<file path="src/rtl/output_pkt_arbiter_pkg.sv">
// rtl/output_pkt_arbiter_pkg.sv - shared types and constants for the output packet arbiter
package output_pkt_arbiter_pkg;
   localparam int WORD_W = 64;
   localparam int DEF_STALL_LIMIT = 1024;

   typedef enum logic [1:0] {
      IDLE = 2'd0,
      ARB  = 2'd1,
      XFER = 2'd2
   } state_t;
endpackage

</file>
<file path="src/rtl/output_pkt_arbiter_rr_pick.sv">
// rtl/output_pkt_arbiter_rr_pick.sv - round-robin picker: first set request at or above ptr, modulo N
module output_pkt_arbiter_rr_pick #(
   parameter int N = 4
) (
   input  logic [N-1:0] req,
   input  logic [2:0]   ptr,
   output logic [N-1:0] onehot,
   output logic [2:0]   idx,
   output logic         any
);
   logic [7:0] req_ext;
   logic [7:0] onehot_ext;

   assign req_ext = 8'(req);
   assign onehot  = onehot_ext[N-1:0];

   always_comb begin
      logic [2:0] c;
      onehot_ext = '0;
      idx        = '0;
      any        = 1'b0;
      c          = '0;
      for (int k = 0; k < N; k++) begin
         c = 3'((int'(ptr) + k) % N);
         if (!any && req_ext[c]) begin
            any           = 1'b1;
            onehot_ext[c] = 1'b1;
            idx           = c;
         end
      end
   end
endmodule

</file>
<file path="src/rtl/output_pkt_arbiter.sv">
// rtl/output_pkt_arbiter.sv - packet-granular round-robin sharing of the 64-bit output FIFO write path
module output_pkt_arbiter
   import output_pkt_arbiter_pkg::*;
#(
   parameter int N           = 4,
   parameter int STALL_LIMIT = DEF_STALL_LIMIT,
   parameter int CNT_W       = 16
) (
   input  logic                CLK,
   input  logic                RESET_N,
   input  logic                en,
   input  logic [N*WORD_W-1:0] req_dout,
   input  logic [N-1:0]        req_empty,
   input  logic [N-1:0]        req_pkt_end,
   output logic [N-1:0]        req_rd_en,
   output logic [WORD_W-1:0]   dout,
   output logic                wr_en,
   output logic                pkt_end,
   input  logic                full,
   output logic [2:0]          grant_idx,
   output logic                busy,
   output logic                err_stall,
   output logic [CNT_W-1:0]    words_last
);
   localparam logic [CNT_W-1:0] CNT_MAX = '1;

   state_t             state;
   logic [2:0]         rr_ptr;
   logic [N-1:0]       grant_oh;
   logic [CNT_W-1:0]   word_cnt;
   logic [CNT_W-1:0]   stall_cnt;

   logic [N-1:0]       nonempty;
   logic [N-1:0]       pick_onehot;
   logic [2:0]         pick_idx;
   logic               pick_any;
   logic [WORD_W-1:0]  sel_word;
   logic               head_ok;
   logic               head_end;
   logic               xfer;

   assign nonempty = ~req_empty;

   output_pkt_arbiter_rr_pick #(.N(N)) u_rr_pick (
      .req    (nonempty),
      .ptr    (rr_ptr),
      .onehot (pick_onehot),
      .idx    (pick_idx),
      .any    (pick_any)
   );

   // Granted requester is muxed by its one-hot so no index-width arithmetic is needed.
   always_comb begin
      sel_word = '0;
      for (int i = 0; i < N; i++) begin
         if (grant_oh[i]) sel_word = sel_word | req_dout[i*WORD_W +: WORD_W];
      end
   end

   assign head_ok   = |(grant_oh & nonempty);
   assign head_end  = |(grant_oh & req_pkt_end);
   assign xfer      = (state == XFER) && head_ok && !full;
   assign dout      = (state == XFER) ? sel_word : '0;
   assign wr_en     = xfer;
   assign pkt_end   = xfer && head_end;
   assign req_rd_en = xfer ? grant_oh : '0;

   always_ff @(posedge CLK or negedge RESET_N) begin
      if (!RESET_N) begin
         state      <= IDLE;
         rr_ptr     <= '0;
         grant_idx  <= '0;
         grant_oh   <= '0;
         busy       <= 1'b0;
         err_stall  <= 1'b0;
         words_last <= '0;
         word_cnt   <= '0;
         stall_cnt  <= '0;
      end else begin
         case (state)
            IDLE: begin
               if (en && |nonempty) state <= ARB;
            end
            ARB: begin
               if (pick_any) begin
                  state     <= XFER;
                  grant_idx <= pick_idx;
                  grant_oh  <= pick_onehot;
                  busy      <= 1'b1;
                  stall_cnt <= '0;
               end else begin
                  state <= IDLE;
               end
            end
            XFER: begin
               if (xfer) begin
                  stall_cnt <= '0;
                  if (head_end) begin
                     words_last <= (word_cnt == CNT_MAX) ? CNT_MAX : word_cnt + 1'b1;
                     word_cnt   <= '0;
                     rr_ptr     <= 3'((int'(grant_idx) + 1) % N);
                     busy       <= 1'b0;
                     state      <= (en && |nonempty) ? ARB : IDLE;
                  end else if (word_cnt != CNT_MAX) begin
                     word_cnt <= word_cnt + 1'b1;
                  end
               end else if (!head_ok && !full) begin
                  // Grant is kept through a stall; releasing it would interleave packets.
                  if (int'(stall_cnt) < STALL_LIMIT && stall_cnt != CNT_MAX)
                     stall_cnt <= stall_cnt + 1'b1;
                  if (int'(stall_cnt) >= STALL_LIMIT - 1) err_stall <= 1'b1;
               end
            end
            default: state <= IDLE;
         endcase
      end
   end
endmodule

</file>
<file path="config.mk">
export PLATFORM = sky130hd
export DESIGN_NAME = output_pkt_arbiter
export DESIGN_NICKNAME = d
export VERILOG_FILES = /design/src/rtl/output_pkt_arbiter_pkg.sv /design/src/rtl/output_pkt_arbiter_rr_pick.sv /design/src/rtl/output_pkt_arbiter.sv
export SDC_FILE = /design/constraint.sdc
export NUM_CORES = 1
export LEC_CHECK = 0
export ABC_CLOCK_PERIOD_IN_PS = 6350
export BUFFER_PORTS_ARGS = -buffer_cell sky130_fd_sc_hd__clkbuf_2
export CORE_AREA = 2 2 139 141
export CTS_CLUSTER_DIAMETER = 50
export DETAILED_ROUTE_END_ITERATION = 16
export DIE_AREA = 0 0 141 143
export PLACE_DENSITY_LB_ADDON = 0.2
export SYNTH_ARGS = -nofsm -noshare
export SYNTH_HDL_FRONTEND = slang
export SYNTH_HIERARCHICAL = 1
export SYNTH_SLANG_ARGS = --single-unit
</file>
<file path="constraint.sdc">
create_clock -name CLK -period 6.35 [get_ports CLK]
set_input_delay 0.3175 -clock CLK [delete_from_list [all_inputs] [get_ports CLK]]
set_output_delay 0.3175 -clock CLK [all_outputs]
set_load 0.01 [all_outputs]
</file>
==> metrics.txt, run 1 <==
status complete, no violations; syn avg cell area 8.56 um^2; I/O Buffers 358; relative slew slack 43.5%; post-cts sizing count 0; clk slew on worst S/H paths 0.05 ns; final hold violations 0; Startpoint Class flop; Tot Pwr 2.66 mW; vias in the first global route 5,638; WL/cell 22.8 um; # Max-Cap Violations 0; DRT Pass-1 Iters 5; RSZ-0062 raised after global routing no; setup TNS 0 ns; initial antenna violation count 27; number of setup violations in the final report 0; WP data required 6.56 ns; P_leak 3.49 nW; YS warnings 6; Post-Synthesis Cells 570; final cycle utilization of the critical path 49.8%; area of the die 20,200 um^2; DRC 0; pwr/cell area 375 nW/um^2; Layout Skew 0.00417 ns; largest net degree at the start of global routing 69; hpwl dp 20,800 um; CTS tree yes; CTS max path bufs 2; total number of vias 6,180; core box area 18,600 um^2; hold crit path type input port to asynchronous set/reset pin; fraction of layout cells with a size suffix above 1 45.9%; clk_lat worst skew 0.33 ns; DP Area 6790 um^2; Routed WL 26,000 um; post-layout instance area 7100 um^2; Max Slew Vio Count 0; Max IR drop VDD 188 uV; cts hold-fix bufs 0; Die Y 143 um; first-pass GRT wire length 36,300 um; Mapped Area 4880 um^2; utilization after layout 38.2%; H-tree depth 3; Post-Syn Nets 845; Max Freq 316 MHz; Starting Density 26.3%; FP Rows 50; clock root cell clkbuf_16; Final min period 3.16 ns; IO Pins 359; total track usage 24.5%; CP Class flop to flop; clk sinks 61; antenna viol nets, final 0; non-filler cells, final 1,140; grt ovf 0; Die W 141 um; # Post-CTS Setup Buffers 0; fin nets 1,169; critical path endpoint category flop; Worst-Margin Slew 0.848 ns; Fillers 1,957; Initial DRC Count 487; vias per cell 5.42; CP arrival 3.38 ns; GP Congestion 0.865; CP Max Fanout 18; CTS Buf Count 9; Area Growth Syn to Fin 45.5%; placed cells 1,117
-- registers in the layout, indices dropped and copies added (netlist names) --
name        flops
err_stall       1
state           2
rr_ptr          2
word_cnt       16
grant_oh        4
stall_cnt      16
busy            1
words_last     16
grant_idx       3
-- where the power goes --
part	switching (mW)	total [mW]	internal [mW]
clock	0.170	0.490	0.320
sequential	0.0936	0.582	0.488
combinational	0.977	1.59	0.614
total	1.24	2.66	1.42
-- worst paths after layout --
check / startpoint / endpoint / slack (ns) / cells after the start
max in group asynchronous: RESET_N / grant_oh[2] / 5.61 / 2
min: RESET_N / words_last[0] / 0.14 / 2
min reg2reg: words_last[1] / words_last[1] / 0.47 / 2
max: rr_ptr[0] / stall_cnt[9] / 3.19 / 8
max reg2reg: rr_ptr[0] / stall_cnt[9] / 3.19 / 8
min in group CLK: en / state[0] / 0.23 / 3
-- placed cells by master, fill, tap and decap left out, drive strengths merged, types with 3 or more instances in the layout --
cell     count
nor2b        7
mux2        10
xor2         3
ha           7
dfrtp       61
nor3        11
a22oi      138
a21oi       84
o21ai       19
and2         9
inv         12
a31oi        8
nand4        8
clkbuf     370
xnor2        9
nor2        23
o31ai        3
mux4         4
a211o        7
o311ai       3
o2bb2ai      5
nor4         6
nand3       11
nand2       25
diode        9
nor3b        3
and3        14
buf          6
-- through the flow --
stage	hold WS, ns	worst slack, ns
after global placement	0.461	3.22
after CTS	0.198	3.15
after detailed placement	0.467	3.15
after floorplan	0.0219	3.90
after global routing	0.219	2.97
final	0.144	3.19
-- critical path, stage by stage, from the launching register on --
cell and delay (ns):
dfrtp_1 0.64, inv_1 0.17, ha_1 0.39, mux4_2 0.39, nor3_1 0.10, nand2b_1 0.09
nand3b_1 0.55, and2_4 0.43, a211o_1 0.29
-- per-layer routing --
layer / wire [um] / global-route usage (%) / vias up
met4: 537 / 5.47 / 36
met1: 10700 / 31.0 / 2890
li1: - / - / 2899
met3: 3910 / 17.2 / 63
met2: 10600 / 33.8 / 292
met5: 225 / 0 / -
-- area by class of cell --
cell class | count | area [um^2] | share of cell area, %
clock buffers | 12 | 256 | 3.61
well taps | 234 | 293 | 4.12
multi-input cells | 446 | 3080 | 43.3
clock inverters | 2 | 35.0 | 0.493
repair buffers | 364 | 1840 | 25.9
diodes | 9 | 22.5 | 0.317
flip-flops and latches | 61 | 1530 | 21.6
inverters | 12 | 47.5 | 0.670
(Power assumes the default switching activity.)
==> run 2: changes to the inputs <==
ABC_AREA = 1   (was default)
ABC_CLOCK_PERIOD_IN_PS = 2700   (was 6350)
CORE_AREA = 2 2 140 142   (was 2 2 139 141)
DIE_AREA = 0 0 142 144   (was 0 0 141 143)
clock period = 2.7 ns   (was 6.35 ns; I/O delays follow)
==> run 2 against run 1 <==
Power grew 150%. Register-to-register slack lost 2.9 ns. Critical path depth grew 2. Cell area grew 8.4%. Die area grew 1.4%. Setup slack lost 2.9 ns. Count of clock-buffer cells in the layout grew 3. Clock skew grew 0.0048 ns. Clock power grew 120%. Final cell count grew 25%. Sequential power grew 140%. Critical endpoint is now grant_idx[1]. Largest cell class unchanged. Largest power group unchanged.
==> metrics.txt, run 2 <==
status complete, no violations; non-filler cells, final 1,427; syn avg cell area 6.42 um^2; Mapped Area 5410 um^2; Routed WL 27,000 um; Worst-Margin Slew 0.831 ns; # Max-Cap Violations 0; DRC 0; biggest regs stall_cnt: 16 flops, word_cnt: 16 flops, words_last: 16 flops; relative slew slack 44.6%; critical path endpoint category flop; FP Rows 51; Buffers & Inverters on Critical Path 3; hold crit path type input port to asynchronous set/reset pin; Fillers 2,153; Max IR drop VDD 351 uV; final hold violations 0; clk slew on worst S/H paths 0.05 ns; placed cells 1,407; core box area 19,100 um^2; CTS Buf Count 9; clock root cell clkbuf_16; worst path cell trace inv_1 > ha_1 > inv_1 > nand2_1 > nand2_2 > nor2_4 > nand4_1 > nand2_1 > buf_4 > mux2_2; GP Congestion 0.917; hpwl dp 21,900 um; critical path's slowest cell dfrtp_1; number of setup violations in the final report 0; total number of vias 7,045; CP Max Fanout 13; Initial DRC Count 497; Crit path max-delay family simple AND/OR/NAND/NOR gates; Die Y 144 um; pwr/cell area 865 nW/um^2; vias per cell 4.94; CP arrival 2.58 ns; Max Slew Vio Count 0; utilization after layout 40.3%; DRT Pass-1 Iters 5; commonest non-fill, non-tap cell in the layout nand2_1; WP data required 2.91 ns; cts hold-fix bufs 0; area of the die 20,400 um^2; antenna viol nets, final 0; P_leak 4.32 nW; Max Freq 422 MHz; Startpoint Class flop; Area Growth Syn to Fin 42.4%; fin nets 1,455; Layout Skew 0.00894 ns; CTS tree yes; Starting Density 28.3%; Post-Synthesis Cells 842; Die W 142 um; clk_lat worst skew 0.33 ns; hold_ws 0.00000266 ns; grt ovf 0; IO Pins 359; most frequent cells in the layout nand2_1 (402), clkbuf_2 (358), a41oi_1 (64); total track usage 25.2%; vias in the first global route 6,547; largest net degree at the start of global routing 62; I/O Buffers 358; Final min period 2.37 ns; max incr delay on CP 0.50 ns; # Post-CTS Setup Buffers 0; H-tree depth 3; WL/cell 18.9 um; Tot Pwr 6.65 mW; first-pass GRT wire length 38,600 um; RSZ-0062 raised after global routing no; post-cts sizing count 0; fraction of layout cells with a size suffix above 1 37.2%; CTS max path bufs 2; Post-Syn Nets 1,117; initial antenna violation count 2; CP Class flop to flop; clk sinks 61; YS warnings 6; setup TNS 0 ns; final cycle utilization of the critical path 87.8%
run 2: cell type report:
cell class | instances | area [um^2] | share of cell area [%]
well taps | 238 | 298 | 3.87
multi-input cells | 677 | 3430 | 44.6
flip-flops and latches | 61 | 1530 | 19.9
repair buffers | 371 | 1910 | 24.9
clock buffers | 15 | 278 | 3.61
inverters | 60 | 225 | 2.93
diodes | 4 | 10.0 | 0.130
clock inverters | 1 | 5.00 | 0.0650
run 2: power by group:
group | internal [mW] | total (mW) | switching, mW
registers | 1.10 | 1.39 | 0.286
clock network | 0.695 | 1.08 | 0.389
logic | 1.42 | 4.19 | 2.77
run 2: metrics by stage:
stage	worst slack, ns	area (um^2)
finish	0.329	7700
global route	0.125	7690
CTS	0.349	7690
detailed placement	0.368	7400
global placement	0.435	7400
floorplan	0.526	5410
run 2: final timing paths:
check                          startpoint             end  slack [ns]  cells past startpoint
max                             rr_ptr[1]    grant_idx[1]        0.33                     10
min                               RESET_N   words_last[9]    0.000003                      2
max reg2reg                     rr_ptr[1]    grant_idx[1]        0.33                     10
min reg2reg                words_last[13]  words_last[13]        0.47                      2
max in group asynchronous         RESET_N     grant_oh[0]        2.11                      2
min in group CLK                       en        state[0]        0.13                      3
run 2: metal layers:
layer	share of wire [%]	global-route usage (%)	up-vias
met5	0.26	2.76	-
met4	2.8	9.37	2
met3	8.9	8.11	40
met2	44	35.6	313
met1	44	35.3	3236
li1	-	-	3454
==> run 3: changes to the inputs <==
GPL_TIMING_DRIVEN = 0   (was default)
==> run 3 against run 2 <==
Die area did not move. Register-to-register slack got worse by 0.11 ns. Cell area rose by 2.0%. Clock power rose by 6%. Combinational power rose by 4%. Highest routed layer unchanged. Non-clock buffer count rose by 32. Critical path type is now flop to output pin. Fmax fell by 8.4%. Routed wire length rose by 3.0%. Sequential share of layout area fell by 0.42 points. First-iteration DRC count rose by 5.6%.
==> metrics.txt, run 3 (synthesis results as in run 2) <==
setup TNS 0 ns; CTS Buf Count 9; multi-input logic area 3440 um^2; CTS max path bufs 2; RR Startpoint rr_ptr[0]; utilization after layout 41.1%; clk_lat worst skew 0.33 ns; Hold Path Sink state[0]; critical path endpoint category output pin; most frequent cells in the layout nand2_1 (401), clkbuf_2 (358), a41oi_1 (64); hold crit path type input port to flop; non-filler cells, final 1,462; commonest non-fill, non-tap cell in the layout nand2_1; total number of vias 7,193; Starting Density 28.3%; CP arrival 2.45 ns; pwr/cell area 865 nW/um^2; post-layout instance area 7850 um^2; Area Growth Syn to Fin 45.2%; total track usage 26.1%; CP Max Fanout 13; grt ovf 0; first-pass GRT wire length 39,600 um; worst r2r path cells 12; R2R Setup Slk 0.22 ns; final cycle utilization of the critical path 95.9%; core box area 19,100 um^2; fin nets 1,487; placed cells 1,439; Layout Skew 0.00573 ns; Max Slew Vio Count 0; Max IR drop VDD 367 uV; number of setup violations in the final report 0; r2r endpoint grant_oh[3]; clk sinks 61; hpwl dp 23,300 um; hold_ws 0.128 ns; Fillers 2,126; Routed WL 27,800 um; DP Area 7530 um^2; WL/cell 19.0 um; vias per cell 4.92; clk slew on worst S/H paths 0.05 ns; Reg area 1530 um^2; Die Y 144 um; Worst-Margin Slew 0.651 ns; WP data required 2.57 ns; final hold violations 0; FP Rows 51; fraction of layout cells with a size suffix above 1 36.2%; DRT Pass-1 Iters 5; GP Congestion 0.921; largest net degree at the start of global routing 62; Startpoint Class flop; CTS tree yes; # Post-CTS Setup Buffers 0; Initial DRC Count 525; H-tree depth 3; Max Freq 386 MHz; Die W 142 um; I/O Buffers 358; # Max-Cap Violations 0; P_leak 4.37 nW; Tot Pwr 6.79 mW; Final min period 2.59 ns; setup ws final 0.110 ns; hold path start en; dpl ws -0.0150 ns; initial antenna violation count 8; RSZ-0062 raised after global routing no; status complete, no violations; antenna viol nets, final 0; relative slew slack 56.6%; DRC 0; vias in the first global route 6,717; area of the die 20,400 um^2; CP Class flop to output pin; IO Pins 359; clock root cell clkbuf_16; biggest regs stall_cnt: 16 flops, word_cnt: 16 flops, words_last: 16 flops; WHS Path Cells 3
## run 3: changes by cell type in the layout (fill, tap and decap cells not counted), moves of 3 or more
cell      change
buf_2         +4
buf_1         +9
buf_6         +4
clkbuf_1     +21
buf_4        -10
clkinv_2      +3
diode_2       +3
## run 3: how the worst max path moves through the flow
stage	from	to	depth (start not counted)	slack [ns]
global route	rr_ptr[0]	grant_oh[0]	12	0.01
floorplan	rr_ptr[0]	stall_cnt[2]	13	0.53
finish	grant_oh[0]	dout[58]	4	0.11
global placement	rr_ptr[0]	stall_cnt[6]	13	-0.06
detailed placement	rr_ptr[0]	stall_cnt[6]	13	-0.02
CTS	rr_ptr[1]	stall_cnt[6]	13	0.08
## run 3: critical path, stage by stage (launching register included)
cell and delay, ns:
dfrtp_1 0.68, clkbuf_1 0.52, nand2_1 0.26, a41oi_1 0.42, clkbuf_2 0.24
## run 3: routing by layer
metal  wire length [um]  track usage, %  vias up
met5                 24               0        -
met4                761            9.26        4
met1              12100            35.7     3305
li1                   -               -     3526
met3               2830            9.30       42
met2              12100            37.7      316
## run 3: area by class of cell
type | instances | share of cell area [%]
repair buffers | 360 | 23.3
inverters | 60 | 2.87
multi-input cells | 677 | 43.8
flip-flops and latches | 61 | 19.5
clock buffers | 11 | 3.09
well taps | 238 | 3.79
clock inverters | 5 | 0.638
plain buffers | 43 | 2.77
diodes | 7 | 0.223
## run 3: power by group
part / internal [mW] / switching, mW
logic: 1.45 / 2.90
clock network: 0.732 / 0.408
registers: 1.10 / 0.195
total: 3.28 / 3.50
## run 3: what timing repair did
action | in CTS | in global routing
setup endpoints to repair | 11 | 16
gates resized for setup | 2 | 3
hold buffers | 1 | 0
pin swaps | 0 | 0
hold endpoints to repair | 61 | 0
